===== src/rtl/apb_wait_slave_mem.sv =====
// APB completer with a DEPTH x DATA_WIDTH register memory, programmable wait states and external stall.
// Optional build macro APB_SLVERR_EN: paddr >= DEPTH answers with pslverr instead of wrapping.
`timescale 1ns/1ps

module apb_wait_slave_mem #(
  parameter int DATA_WIDTH = 8,
  parameter int ADDR_WIDTH = 8,
  parameter int DEPTH      = 64,
  parameter int WAIT_W     = 4
) (
  input  logic                  pclk,
  input  logic                  prst,
  input  logic                  psel,
  input  logic                  penable,
  input  logic                  pwrite,
  input  logic [ADDR_WIDTH-1:0] paddr,
  input  logic [DATA_WIDTH-1:0] pwdata,
  input  logic [WAIT_W-1:0]     wait_cfg,
  input  logic                  ext_wait,
  output logic [DATA_WIDTH-1:0] prdata,
  output logic                  pready,
  output logic                  pslverr,
  output logic                  busy
);

  localparam int AW = $clog2(DEPTH);

  typedef enum logic [1:0] {S_IDLE, S_ACCESS, S_DONE} state_e;

  state_e                state_q, state_d;
  logic [WAIT_W-1:0]     cnt_q, cnt_d;
  logic [AW-1:0]         addr_q, addr_d;
  logic [DATA_WIDTH-1:0] wdata_q, wdata_d;
  logic                  write_q, write_d;
  logic [DATA_WIDTH-1:0] prdata_q, prdata_d;
  logic                  pready_q, pready_d;
  logic                  busy_q, busy_d;
  logic                  mem_we;
  logic [DATA_WIDTH-1:0] mem_q [DEPTH];
  logic                  setup;

  assign setup = psel && !penable;

`ifdef APB_SLVERR_EN
  localparam logic [ADDR_WIDTH:0] DEPTH_L = (ADDR_WIDTH+1)'(DEPTH);
  logic oor_q, oor_d;
  logic pslverr_q, pslverr_d;
`else
  logic unused_paddr;
  assign unused_paddr = ^paddr;
`endif

  // NOTE: sequential state is written only with non-blocking assignments so every flop samples pre-edge values.
  always_ff @(posedge pclk) begin
    if (!prst) begin
      state_q  <= S_IDLE;
      cnt_q    <= '0;
      addr_q   <= '0;
      wdata_q  <= '0;
      write_q  <= 1'b0;
      prdata_q <= '0;
      pready_q <= 1'b0;
      busy_q   <= 1'b0;
    end else begin
      state_q  <= state_d;
      cnt_q    <= cnt_d;
      addr_q   <= addr_d;
      wdata_q  <= wdata_d;
      write_q  <= write_d;
      prdata_q <= prdata_d;
      pready_q <= pready_d;
      busy_q   <= busy_d;
    end
  end

  // NOTE: every combinational output gets a default first so no path can infer a latch.
  always_comb begin
    state_d = state_q;
    cnt_d   = cnt_q;
    addr_d  = addr_q;
    wdata_d = wdata_q;
    write_d = write_q;
    unique case (state_q)
      S_IDLE: begin
        if (setup) begin
          addr_d  = paddr[AW-1:0];
          wdata_d = pwdata;
          write_d = pwrite;
          cnt_d   = wait_cfg;
          state_d = (wait_cfg == '0 && !ext_wait) ? S_DONE : S_ACCESS;
        end
      end
      S_ACCESS: begin
        if (!psel) begin
          state_d = S_IDLE;
        end else if (!ext_wait) begin
          if (cnt_q != '0) cnt_d = cnt_q - WAIT_W'(1);
          if (cnt_q <= WAIT_W'(1)) state_d = S_DONE;
        end
      end
      S_DONE:  state_d = S_IDLE;
      default: state_d = S_IDLE;
    endcase
  end

  // Memory access happens on the edge that raises pready, so read data and pready appear together.
  always_comb begin
    pready_d = (state_d == S_DONE);
    busy_d   = (state_d != S_IDLE);
    prdata_d = prdata_q;
    mem_we   = 1'b0;
`ifdef APB_SLVERR_EN
    pslverr_d = 1'b0;
    if (pready_d) begin
      pslverr_d = oor_d;
      if (write_d) mem_we   = !oor_d;
      else         prdata_d = oor_d ? '0 : mem_q[addr_d];
    end
`else
    if (pready_d) begin
      if (write_d) mem_we   = 1'b1;
      else         prdata_d = mem_q[addr_d];
    end
`endif
  end

`ifdef APB_SLVERR_EN
  always_comb begin
    oor_d = oor_q;
    if (state_q == S_IDLE && setup) oor_d = ({1'b0, paddr} >= DEPTH_L);
  end

  always_ff @(posedge pclk) begin
    if (!prst) begin
      oor_q     <= 1'b0;
      pslverr_q <= 1'b0;
    end else begin
      oor_q     <= oor_d;
      pslverr_q <= pslverr_d;
    end
  end

  assign pslverr = pslverr_q;
`else
  assign pslverr = 1'b0;
`endif

  // NOTE: the array is reset because contents must read as zero after reset; this keeps it in flops, not RAM macros.
  always_ff @(posedge pclk) begin
    if (!prst) begin
      for (int i = 0; i < DEPTH; i++) mem_q[i] <= '0;
    end else if (mem_we) begin
      mem_q[addr_d] <= wdata_d;
    end
  end

  assign prdata = prdata_q;
  assign pready = pready_q;
  assign busy   = busy_q;

endmodule


===== config.mk =====
export PLATFORM = sky130hd
export DESIGN_NAME = apb_wait_slave_mem
export DESIGN_NICKNAME = d
export VERILOG_FILES = /design/src/rtl/apb_wait_slave_mem.sv
export SDC_FILE = /design/constraint.sdc
export NUM_CORES = 1
export LEC_CHECK = 0
export CAP_MARGIN = 30
export CORE_MARGIN = 4
export CORE_UTILIZATION = 50
export DETAILED_ROUTE_END_ITERATION = 12
export HOLD_SLACK_MARGIN = 0.15
export PLACE_DENSITY = 0.62
export SLEW_MARGIN = 20
export SYNTH_ARGS = -nofsm -noshare
export SYNTH_HDL_FRONTEND = slang
export SYNTH_SLANG_ARGS = --single-unit

===== constraint.sdc =====
create_clock -name pclk -period 3.72 [get_ports pclk]
set_input_delay 0.558 -clock pclk [delete_from_list [all_inputs] [get_ports pclk]]
set_output_delay 0.558 -clock pclk [all_outputs]
set_load 0.01 [all_outputs]

After elaboration in Yosys (flattened, before gate mapping). Memory sizes are Yosys's and may differ from the RTL's. A register that Yosys moved wholly into a read port is not among the register bits. Cells that the tools add are included.

Bits in registers: 23. Memory bits (writable): 512. Bits of input ports: 26. Output and inout bits: 11. Logic and storage cells: 56. Memories kept: 1.

Add/sub/neg operators: 1. Magnitude comparators: 1. Equal/unequal tests: 6. Muxes and demuxes: 26. Bitwise gates (word level): 1. Reductions and logical operators: 13.

Memories: mem_q (words 64, bits a word 8, rd ports 1, clocked after Yosys merged registers in 1, wr ports 64, RTL line 39) `logic [DATA_WIDTH-1:0] mem_q [DEPTH];`.

Operators by type and width (count): $mux 8 (3); $mux 6 (3); $mux 4 (4); $mux 2 (5); $mux 1 (9); $ne 2x2->1 const B (4); $pmux 4 s2 (1); $reduce_or 8->1 (1); $reduce_and 5->1 (1); $le 4x1->1 const B (1); $logic_not 4->1 (1); $pmux 2 s2 (1); $reduce_bool 2->1 (2); $reduce_bool 4->1 (1); $sub 4x1->4 const B (1); $logic_not 1->1 (3); $eq 2x1->1 const B (1); $eq 2x2->1 const B (1); $logic_and 1x1->1 (2); $logic_not 2->1 (1); $reduce_and 2->1 (1); $not 1->1 (1).

Logic depth before layout (Yosys ltp). Gate-level depths: netlist (run 1).

Word-level depth: 12. Depth in mapped cells: 11. Mapped depth without buffers: 9.

Least setup slack after synthesis (run 1). OpenSTA, ideal clock, no wires.

Path kind: input-to-reg. Start point: in penable. End point: mem mem_q[40][0] (enable). Setup time: 329 ps. Arrival: 2706 ps. Setup slack: 685 ps. Stages on the path: 9. Path buffers: 4. Cell sequence: or4b_1 > buf_2 > mux2_2 > buf_2 > clkbuf_1 > and2_1 > clkbuf_1 > nand2_1 > nand2_1.

RTL lines: from (decl) (RTL line 14) `input logic penable,`; to (decl) (RTL line 39).

Final worst setup path (run 1).
Start point: reg state_q[1]. End point: reg prdata_q[0], in the netlist prdata[0], read port of mem_q.

Word-level cells in the longest chain between the ends: 6. Elaborated cells between the ends (all ways): 12. Those cells by class: eq/ne: 2; mux: 7; bitwise: 1; reduce/logical: 2.

RTL lines: from (decl) (RTL line 30) `state_e state_q, state_d;`; from (signal assigned) (RTL line 65) `state_q <= state_d;`; $mux 2 (RTL line 98) `if (cnt_q <= WAIT_W'(1)) state_d = S_DONE;`; $mux 2 (RTL line 96) `end else if (!ext_wait) begin`; $mux 2 (RTL line 94) `if (!psel) begin`; $pmux 2 s2 (RTL line 83) `unique case (state_q)`; $eq 2x2->1 (RTL line 108) `pready_d = (state_d == S_DONE);`; $reduce_and 2->1 (no source line); to (decl) (RTL line 35) `logic [DATA_WIDTH-1:0] prdata_q, prdata_d;`.

Several ways; a longest one is shown, not always the timed one. A chain may end at the register's enable or synchronous reset.

==> results of run 1 <==
[final timing paths]
path                   start        end  slack [ns]  cells past startpoint
setup / recovery  state_q[1]  prdata[0]        0.13                      9
hold / removal          prst   cnt_q[1]        0.45                      2
setup reg to reg  state_q[1]  prdata[0]        0.13                      9
hold reg to reg    addr_q[5]  addr_q[5]        0.53                      2
[sequential cells by signal (all words and copies together), names as in the netlist]
name / cells
addr_q: 6
busy: 1
pready: 1
cnt_q: 4
prdata: 8
state_q: 2
mem_q: 512
write_q: 1
wdata_q: 8
[stage by stage]
step	power [mW]	instances
finish	13.4	2734
global route	13.8	2734
CTS	13.5	2734
detailed placement	8.24	2634
global placement	8.22	2632
floorplan	7.65	1937
[final cells by class]
class                      count  area [sq um]  share of cell area [%]
clock buffer                  72          1460                    5.28
clock inverter                28           225                   0.813
inverter                       4          15.0                  0.0542
multi-input combinational   1239          6960                    25.1
sequential                   543         16000                    57.7
tap                          607           759                    2.74
timing repair buffer         241          2290                    8.26
[placed cells by master (no fill, tap or decap), drive strengths merged, types with 32 or more instances in the layout]
master,count
nand2,153
mux2i,90
clkbuf,72
edfxtp,512
clkdlybuf4s50,32
a22oi,92
a221oi,44
buf,209
nand3,35
nor2,538
a31oi,38
a22o,38
[layer usage]
layer / up-vias / share of wire [%]
met5: - / 0.019
met4: 2 / 4.0
met3: 167 / 10
met2: 885 / 45
met1: 8290 / 41
li1: 7419 / -
[logic make-up (layout without fill, tap and decap cells)]
logic type	count (synthesis)	after routing
buffers and inverters	155	345
other	1	1
AO/OA/AOI/OAI	320	320
AND/OR/NAND/NOR	817	817
multiplexers	98	98
flip-flops	543	543
adder cells (fa/ha/maj)	3	3
[power groups by stage]
| stage | clock [mW] | combinational (mW) | sequential, mW |
|---|---|---|---|
| after floorplan | 0 | 0.612 | 7.04 |
| after CTS | 5.34 | 1.16 | 6.96 |
| final | 5.28 | 1.17 | 6.96 |
| after global routing | 5.62 | 1.23 | 6.98 |
| after global placement | 0 | 1.14 | 7.08 |
| after detailed placement | 0 | 1.16 | 7.09 |
==> summary.txt, run 1 <==
Route
  • Vias per cell: roughly 6.1
  • Drt wl/cell: about 25 um
  • Via count: around 17000
  • Antenna viol nets, final: 0
  • Drt first pass iters: 6
  • Drt total wl: between 60 and 70 mm
  • Drt drc: 0
  • Drt initial violations: about 2300

CTS
  • # resized after CTS: 0
  • Clk sinks: 543
  • Clock tree buffer depth: 3
  • Setup Buffers After CTS: 0
  • Root buf cell: clkbuf_16
  • Worst-path clk slew: 0.06 ns
  • TritonCTS clock tree: built
  • H-tree levels: 2
  • Latest clock arrival within the worst-skew pair: about 0.62 ns
  • CTS buffer count: 55
  • # hold bufs at CTS: 0

Setup path
  • Worst Setup End Kind: register
  • CP max-delay cell: nor4_1
  • Critical path fanouts, max: 6
  • CP arrival: 4.05 ns
  • Worst path bufs/invs: 2
  • CP top delay family: simple AND/OR/NAND/NOR gates
  • Critical path class: reg2reg
  • CP required: 4.18 ns
  • CP peak stage delay: about 0.7 ns
  • CP cell instances: or4b_4 -> buf_4 -> mux2_4 -> a22o_1 -> a221oi_1 -> a31oi_1 -> buf_4 -> nor4_1 -> a31oi_1
  • Setup crit start kind: register

Timing
  • Final worst path period need: approximately 3.6 ns
  • Fin crit share: 96.5%
  • Fin Setup TNS: 0 ns
  • Final hold slack: around 0.45 ns
  • Final Skew: ~0.030 ns
  • PnR worst setup slack: between 0.1 and 0.15 ns
  • Endpoints failing setup: 0
  • Least-Margin Pin Slew: 0.904 ns
  • Slew headroom: about two fifths
  • RSZ-0062 raised after global routing: no
  • Hold Vio Cnt, Final: 0
  • Peak Freq: 0.279 GHz
  • Pins over their slew limit: 0

Placed design
  • RD Place Congestion: 0.865
  • Dpl ws: -0.363 ns
  • Post-Place Cell Area: 26000 sq um
  • Port Buf Inserts: 33
  • Post-DP HPWL: about 45 mm

Die
  • Initial Util: 50.5%
  • I/O Pins: 37
  • Rows: just under 80
  • Die Footprint: between 50000 and 60000 sq um
  • Die width: about 220 um
  • Core footprint: 46500 sq um
  • Die height: roughly 220 um

Power and ir drop
  • Net switching power: around 3.2 mW
  • Clock power share: slightly below 40%
  • P_leak: around 9.5 nW
  • VDD IR max: between 0.3 and 0.4 mV
  • Power Internal: a little over 10 mW
  • Pwr Density: just under 500 nW/um^2
  • Switching Share: a little under a quarter
  • Combinational Power Share: a little under 9%
  • Sequential fraction of design power: roughly half

Status
  • Status: complete, no violations

Yosys
  • Synthesized area per cell: approximately 12 sq um
  • Post-synthesis compound-gate area fraction: about a tenth
  • Distinct cells, synth: 58
  • Post-synth top area share: roughly two thirds
  • Post-synth net total: slightly below 2000
  • Post-synthesis mux area share: around 4.3%
  • Number of synthesized flops with an enable pin: 512
  • Synth warn: 0
  • Adder-cell share of the synthesized area: less than 1%
  • Simple-gate area share of the yosys netlist: between 10 and 15%
  • Largest family of logic cells by synthesized area: simple AND/OR/NAND/NOR gates
  • Number of synthesized register bits: around 540
  • Top cells by area, synth: edfxtp_1, nor2_1, mux2i_1, a22oi_1, dfxtp_1
  • Synth top cells by count: nor2_1, edfxtp_1, nand2_1
  • Xor and xnor area share after synthesis: 0%
  • Synth area leader: edfxtp_1
  • Main flop type after synthesis: edfxtp_1
  • Asr flop ratio synth: 0%
  • Mapped Cells: 1937
  • Top-count cell post-synth: nor2_1
  • Synth Cell Area: 23500 sq um
  • Seq/Total Area, Yosys: around two thirds

Finish
  • Core Util, Final: between 50% and 60%
  • Share of cells above drive strength 1: between 10 and 15%
  • Nets: between 2000 and 2500
  • Ant. Diodes: 0
  • Syn-to-layout area delta: 18.1%
  • Fillers: around 3800
  • Design Area, Final: approximately 28000 sq um

GRT
  • GR Layer Usage met2: between 40% and 50%
  • Total congestion overflow: 0
  • Largest net degree at the start of global routing: 66
  • Vias in the first global route: about 16000
  • M3 GR Usage: 6.59%
  • GRT Resource Usage Total: a little over a quarter
  • Grt peak-use layer: met2
  • Global-route wire length before repair: roughly 100 mm
  • Met1 Usage GRT: 39.0%
  • Initial antenna violation count: 1

Hold path
  • Hold Crit Class: in2reg

Flow run
  • Max Cap Violations: 0
Note: power is estimated with default switching activity, not from simulation.
==> inputs of run 2 (changes only) <==
SETUP_SLACK_MARGIN = 0.4   (was not set)
==> summary.txt, run 2 (same netlist as run 1, synthesis figures left out) <==
CTS
  • TritonCTS clock tree: built
  • Latest clock arrival within the worst-skew pair: roughly 0.62 ns
  • H-tree levels: 2
  • Setup Buffers After CTS: 0
  • Clk sinks: 543
  • Worst-path clk slew: 0.07 ns
  • Root buf cell: clkbuf_16
  • # hold bufs at CTS: 0
  • Clock tree buffer depth: 3
  • CTS buffer count: 55

Placed design
  • Post-Place Cell Area: between 20000 and 30000 sq um
  • Placed insts: around 2600
  • Port Buf Inserts: 33
  • RD Place Congestion: around 0.87
  • Post-DP HPWL: ~45 mm

Finish
  • Cell Count, Final, Fillers Out: 2734
  • Nets: around 2100
  • Share of cells above drive strength 1: between 10% and 20%
  • Core Util, Final: between 50% and 60%
  • Ant. Diodes: 0
  • Commonest non-fill, non-tap cell in the layout: nor2_1
  • Max reg flops: ~500
  • Commonest cells after routing, fill and taps aside: nor2_1, edfxtp_1, buf_4, nand2_1, a22oi_1
  • Syn-to-layout area delta: 18.4%
  • Design Area, Final: 27800 sq um
  • Top reg by flops: mem_q

Timing
  • Endpoints failing setup: 0
  • Fin crit share: between 80% and 90%
  • Hold Vio Cnt, Final: 0
  • Final worst path period need: 3.32 ns
  • Least-Margin Pin Slew: just over 0.9 ns
  • Final Skew: 0.0323 ns
  • Fin Setup TNS: 0 ns
  • Pins over their slew limit: 0
  • Slew headroom: 36.7%
  • Peak Freq: 0.301 GHz
  • RSZ-0062 raised after global routing: no

Route
  • Drt wl/cell: about 25 um
  • Antenna viol nets, final: 0
  • Via count: ~17000
  • Drt total wl: about 70 mm
  • Drt drc: 0
  • Drt initial violations: 2150
  • Drt first pass iters: 6
  • Vias per cell: a little over 6

Setup path
  • CP max-delay cell: or4b_4
  • Critical path fanouts, max: 19
  • CP required: ~4.2 ns
  • Worst Setup End Kind: register
  • CP arrival: 3.79 ns
  • CP cell instances: or4b_4 -> mux2i_4 -> buf_12 -> a22o_1 -> a221oi_1 -> o221ai_2 -> a222oi_1 -> a31oi_1
  • Setup crit start kind: register
  • Critical path class: reg2reg
  • CP peak stage delay: 0.65 ns

GRT
  • Total congestion overflow: 0
  • Initial antenna violation count: 1
  • Global-route wire length before repair: between 100 and 150 mm
  • GRT Resource Usage Total: a little over a quarter
  • Vias in the first global route: about 16000
  • Largest net degree at the start of global routing: 66

Power and ir drop
  • Net switching power: between 3 and 4 mW
  • Switching Share: roughly a quarter
  • Power Internal: 10.2 mW
  • Pwr Density: roughly 480 nW/um^2
  • P_leak: around 9.5 nW
  • VDD IR max: roughly 0.36 mV
  • Combinational Power Share: between 8 and 9%
  • Sequential fraction of design power: between 50% and 60%
  • Clock power share: 39.3%
  • Tot Pwr: 13.4 mW

Die
  • Die height: between 200 and 250 um
  • Die Footprint: 50400 sq um
  • Initial Util: 50.5%
  • Core footprint: between 40000 and 50000 sq um
  • Die width: approximately 220 um
  • Rows: 79
  • I/O Pins: 37

Hold path
  • Hold Crit Class: in2reg

Status
  • Status: complete, no violations

Flow run
  • Max Cap Violations: 0
## run 2: final cells by class
type                            count  area (sq um)
Clock buffer                       72          1460
Clock inverter                     28           225
Fill cell                        3760         18700
Inverter                            4          15.0
Multi-Input combinational cell   1239          7020
Sequential cell                   543         16000
Tap cell                          607           759
Timing Repair Buffer              241          2290
## run 2: worst paths after layout
path / startpoint / endpoint / slack, ns / cells past startpoint
setup reg to reg: state_q[1] / prdata[5] / 0.40 / 8
hold reg to reg: addr_q[5] / addr_q[5] / 0.53 / 2
setup / recovery: state_q[1] / prdata[5] / 0.40 / 8
hold / removal: prst / cnt_q[1] / 0.48 / 2
## run 2: timing repair
item,CTS,global route
resized for setup,3,6
hold endpoints to repair,0,0
setup endpoints to repair,3,5
pin swaps,0,2
## run 2: power by group through the flow
| stage | logic [mW] | clock network, mW | registers [mW] |
|---|---|---|---|
| floorplan | 0.612 | 0 | 7.04 |
| CTS | 1.16 | 5.34 | 6.96 |
| global placement | 1.14 | 0 | 7.08 |
| detailed placement | 1.16 | 0 | 7.09 |
| finish | 1.18 | 5.28 | 6.96 |
| global route | 1.24 | 5.62 | 6.98 |
## run 2: layer usage
layer | share of wire [%] | vias up | GRT usage, %
met5 | 0.019 | - | 0
met4 | 3.7 | 2 | 9.76
met3 | 11 | 155 | 6.60
met2 | 45 | 950 | 41.2
met1 | 40 | 8233 | 39.0
li1 | - | 7422 | -
## run 2: critical path: cells and delay by family (launching register included)
family / cells / cell delay (ns)
buf+inv: 1 / 0.27
compound gates: 5 / 1.50
mux: 1 / 0.39
simple gates: 1 / 0.65
flops: 1 / 0.36
## run 2: per-stage QoR
| step | hold WS [ns] | worst slack [ns] |
|---|---|---|
| final | 0.481 | 0.401 |
| after CTS | 0.437 | 0.369 |
| after global routing | 0.467 | 0.341 |
| after detailed placement | 0.517 | -0.363 |
| after global placement | 0.502 | -0.350 |
| after floorplan | 0.478 | 0.685 |
==> inputs of run 3 (changes only) <==
CTS_CLUSTER_DIAMETER = 50   (was not set)
==> summary.txt, run 3 (same netlist as run 1, synthesis figures left out) <==
Placed design
  • Post-Place Cell Area: ~26000 sq um
  • Post-DP HPWL: around 45 mm
  • Port Buf Inserts: 33
  • RD Place Congestion: between 0.8 and 0.9

Flow run
  • Max Cap Violations: 0

CTS
  • Clk sinks: approximately 540
  • Worst-path clk slew: roughly 0.060 ns
  • Clock tree buffer depth: 3
  • Latest clock arrival within the worst-skew pair: 0.63 ns
  • TritonCTS clock tree: built
  • H-tree levels: 2
  • # hold bufs at CTS: 0
  • Root buf cell: clkbuf_16
  • CTS buffer count: just under 60
  • Setup Buffers After CTS: 0

Route
  • Antenna viol nets, final: 0
  • Drt initial violations: ~2100
  • Drt drc: 0
  • Drt total wl: ~69 mm
  • Drt wl/cell: 25.0 um
  • Drt first pass iters: 6
  • Vias per cell: 6.11
  • Via count: between 15000 and 20000

Power and ir drop
  • Combinational Power Share: between 8 and 9%
  • Tot Pwr: roughly 14 mW
  • VDD IR max: between 0.4 and 0.5 mV
  • P_leak: 9.53 nW
  • Sequential fraction of design power: 51.2%
  • Power Internal: between 10 and 15 mW
  • Net switching power: roughly 3.2 mW
  • Switching Share: a little under a quarter
  • Clock power share: around two fifths
  • Pwr Density: around 490 nW/um^2

Timing
  • Slew headroom: 36.3%
  • Hold Vio Cnt, Final: 0
  • RSZ-0062 raised after global routing: yes
  • Endpoints failing setup: 0
  • Final worst path period need: between 3 and 4 ns
  • Peak Freq: 0.306 GHz
  • Least-Margin Pin Slew: ~0.94 ns
  • Fin crit share: 87.9%
  • Final Skew: 0.0308 ns
  • Pins over their slew limit: 0

GRT
  • Largest net degree at the start of global routing: 66
  • Initial antenna violation count: 0
  • GRT Resource Usage Total: between 20% and 30%
  • Global-route wire length before repair: 103 mm
  • Vias in the first global route: approximately 16000
  • Total congestion overflow: 0

Finish
  • Commonest non-fill, non-tap cell in the layout: nor2_1
  • Top reg by flops: mem_q
  • Commonest cells after routing, fill and taps aside: nor2_1, edfxtp_1, buf_4, nand2_1, a22oi_1
  • Max reg flops: 512
  • Nets: around 2100
  • Share of cells above drive strength 1: between 10% and 20%
  • Syn-to-layout area delta: 18.7%
  • Ant. Diodes: 0
  • Design Area, Final: approximately 28000 sq um

Die
  • Die width: between 200 and 250 um
  • I/O Pins: 37
  • Initial Util: between 50% and 60%
  • Die Footprint: 50400 sq um
  • Rows: 79
  • Die height: ~220 um
  • Core footprint: about 46000 sq um

Setup path
  • CP required: 4.21 ns
  • Critical path class: reg2reg
  • Setup crit start kind: register
  • CP arrival: between 3 and 4 ns
  • Worst Setup End Kind: register
  • Critical path fanouts, max: 17

Hold path
  • Hold Crit Class: in2reg

Status
  • Status: complete, no violations
==> run 3: worst paths after layout <==
| path | start | end | slack [ns] | cells after the start |
|---|---|---|---|---|
| max | state_q[1] | prdata[0] | 0.45 | 10 |
| min | prst | cnt_q[1] | 0.47 | 2 |
| max reg2reg | state_q[1] | prdata[0] | 0.45 | 10 |
| min reg2reg | addr_q[5] | addr_q[5] | 0.53 | 2 |
==> run 3: final cells by class <==
type | instances | area [sq um]
Timing Repair Buffer | 241 | 2290
Clock buffer | 86 | 1590
Fill cell | 3729 | 18600
Tap cell | 607 | 759
Multi-Input combinational cell | 1239 | 7010
Clock inverter | 22 | 193
Sequential cell | 543 | 16000
Inverter | 4 | 15.0
==> run 3: repair_timing <==
| item | CTS | global route |
|---|---|---|
| resized for setup | 2 | 6 |
| pin swaps | 0 | 2 |
| setup endpoints to repair | 2 | 5 |
==> run 3: power by group through the flow <==
stage          Sequential, mW  Combinational (mW)  Clock, mW
2_1_floorplan            7.04               0.612          0
5_1_grt                  6.98                1.24       5.79
3_3_place_gp             7.08                1.14          0
6_report                 6.96                1.18       5.47
3_5_place_dp             7.09                1.16          0
4_1_cts                  6.96                1.16       5.51
==> run 3: metal layers <==
metal	part of all wire (%)	wire length (um)	global-route usage, %
met3	11	7690	6.73
met5	0	0	0
met2	45	30900	41.4
met1	40	27500	38.8
met4	3.6	2480	9.07
==> run 3: stage by stage <==
stage | setup slack, ns | std cells | util, % | hold WS, ns | setup TNS [ns]
floorplan | 0.685 | 1937 | - | 0.478 | 0
global placement | -0.350 | 2632 | 56.0 | 0.502 | -2.79
detailed placement | -0.363 | 2634 | 56.0 | 0.517 | -1.14
CTS | 0.395 | 2742 | 59.9 | 0.439 | 0
global route | 0.341 | 2742 | 59.9 | 0.465 | 0
finish | 0.449 | 2742 | 59.9 | 0.473 | 0
==> run 3: critical path, stage by stage (launching register included) <==
cell and delay (ns):
dfxtp_1 0.36, or4b_4 0.65, buf_12 0.19, mux2i_4 0.20, buf_12 0.18, buf_4 0.21, a22o_1 0.29, a221oi_1 0.24
a31oi_1 0.28, a211oi_2 0.38, a31oi_1 0.14
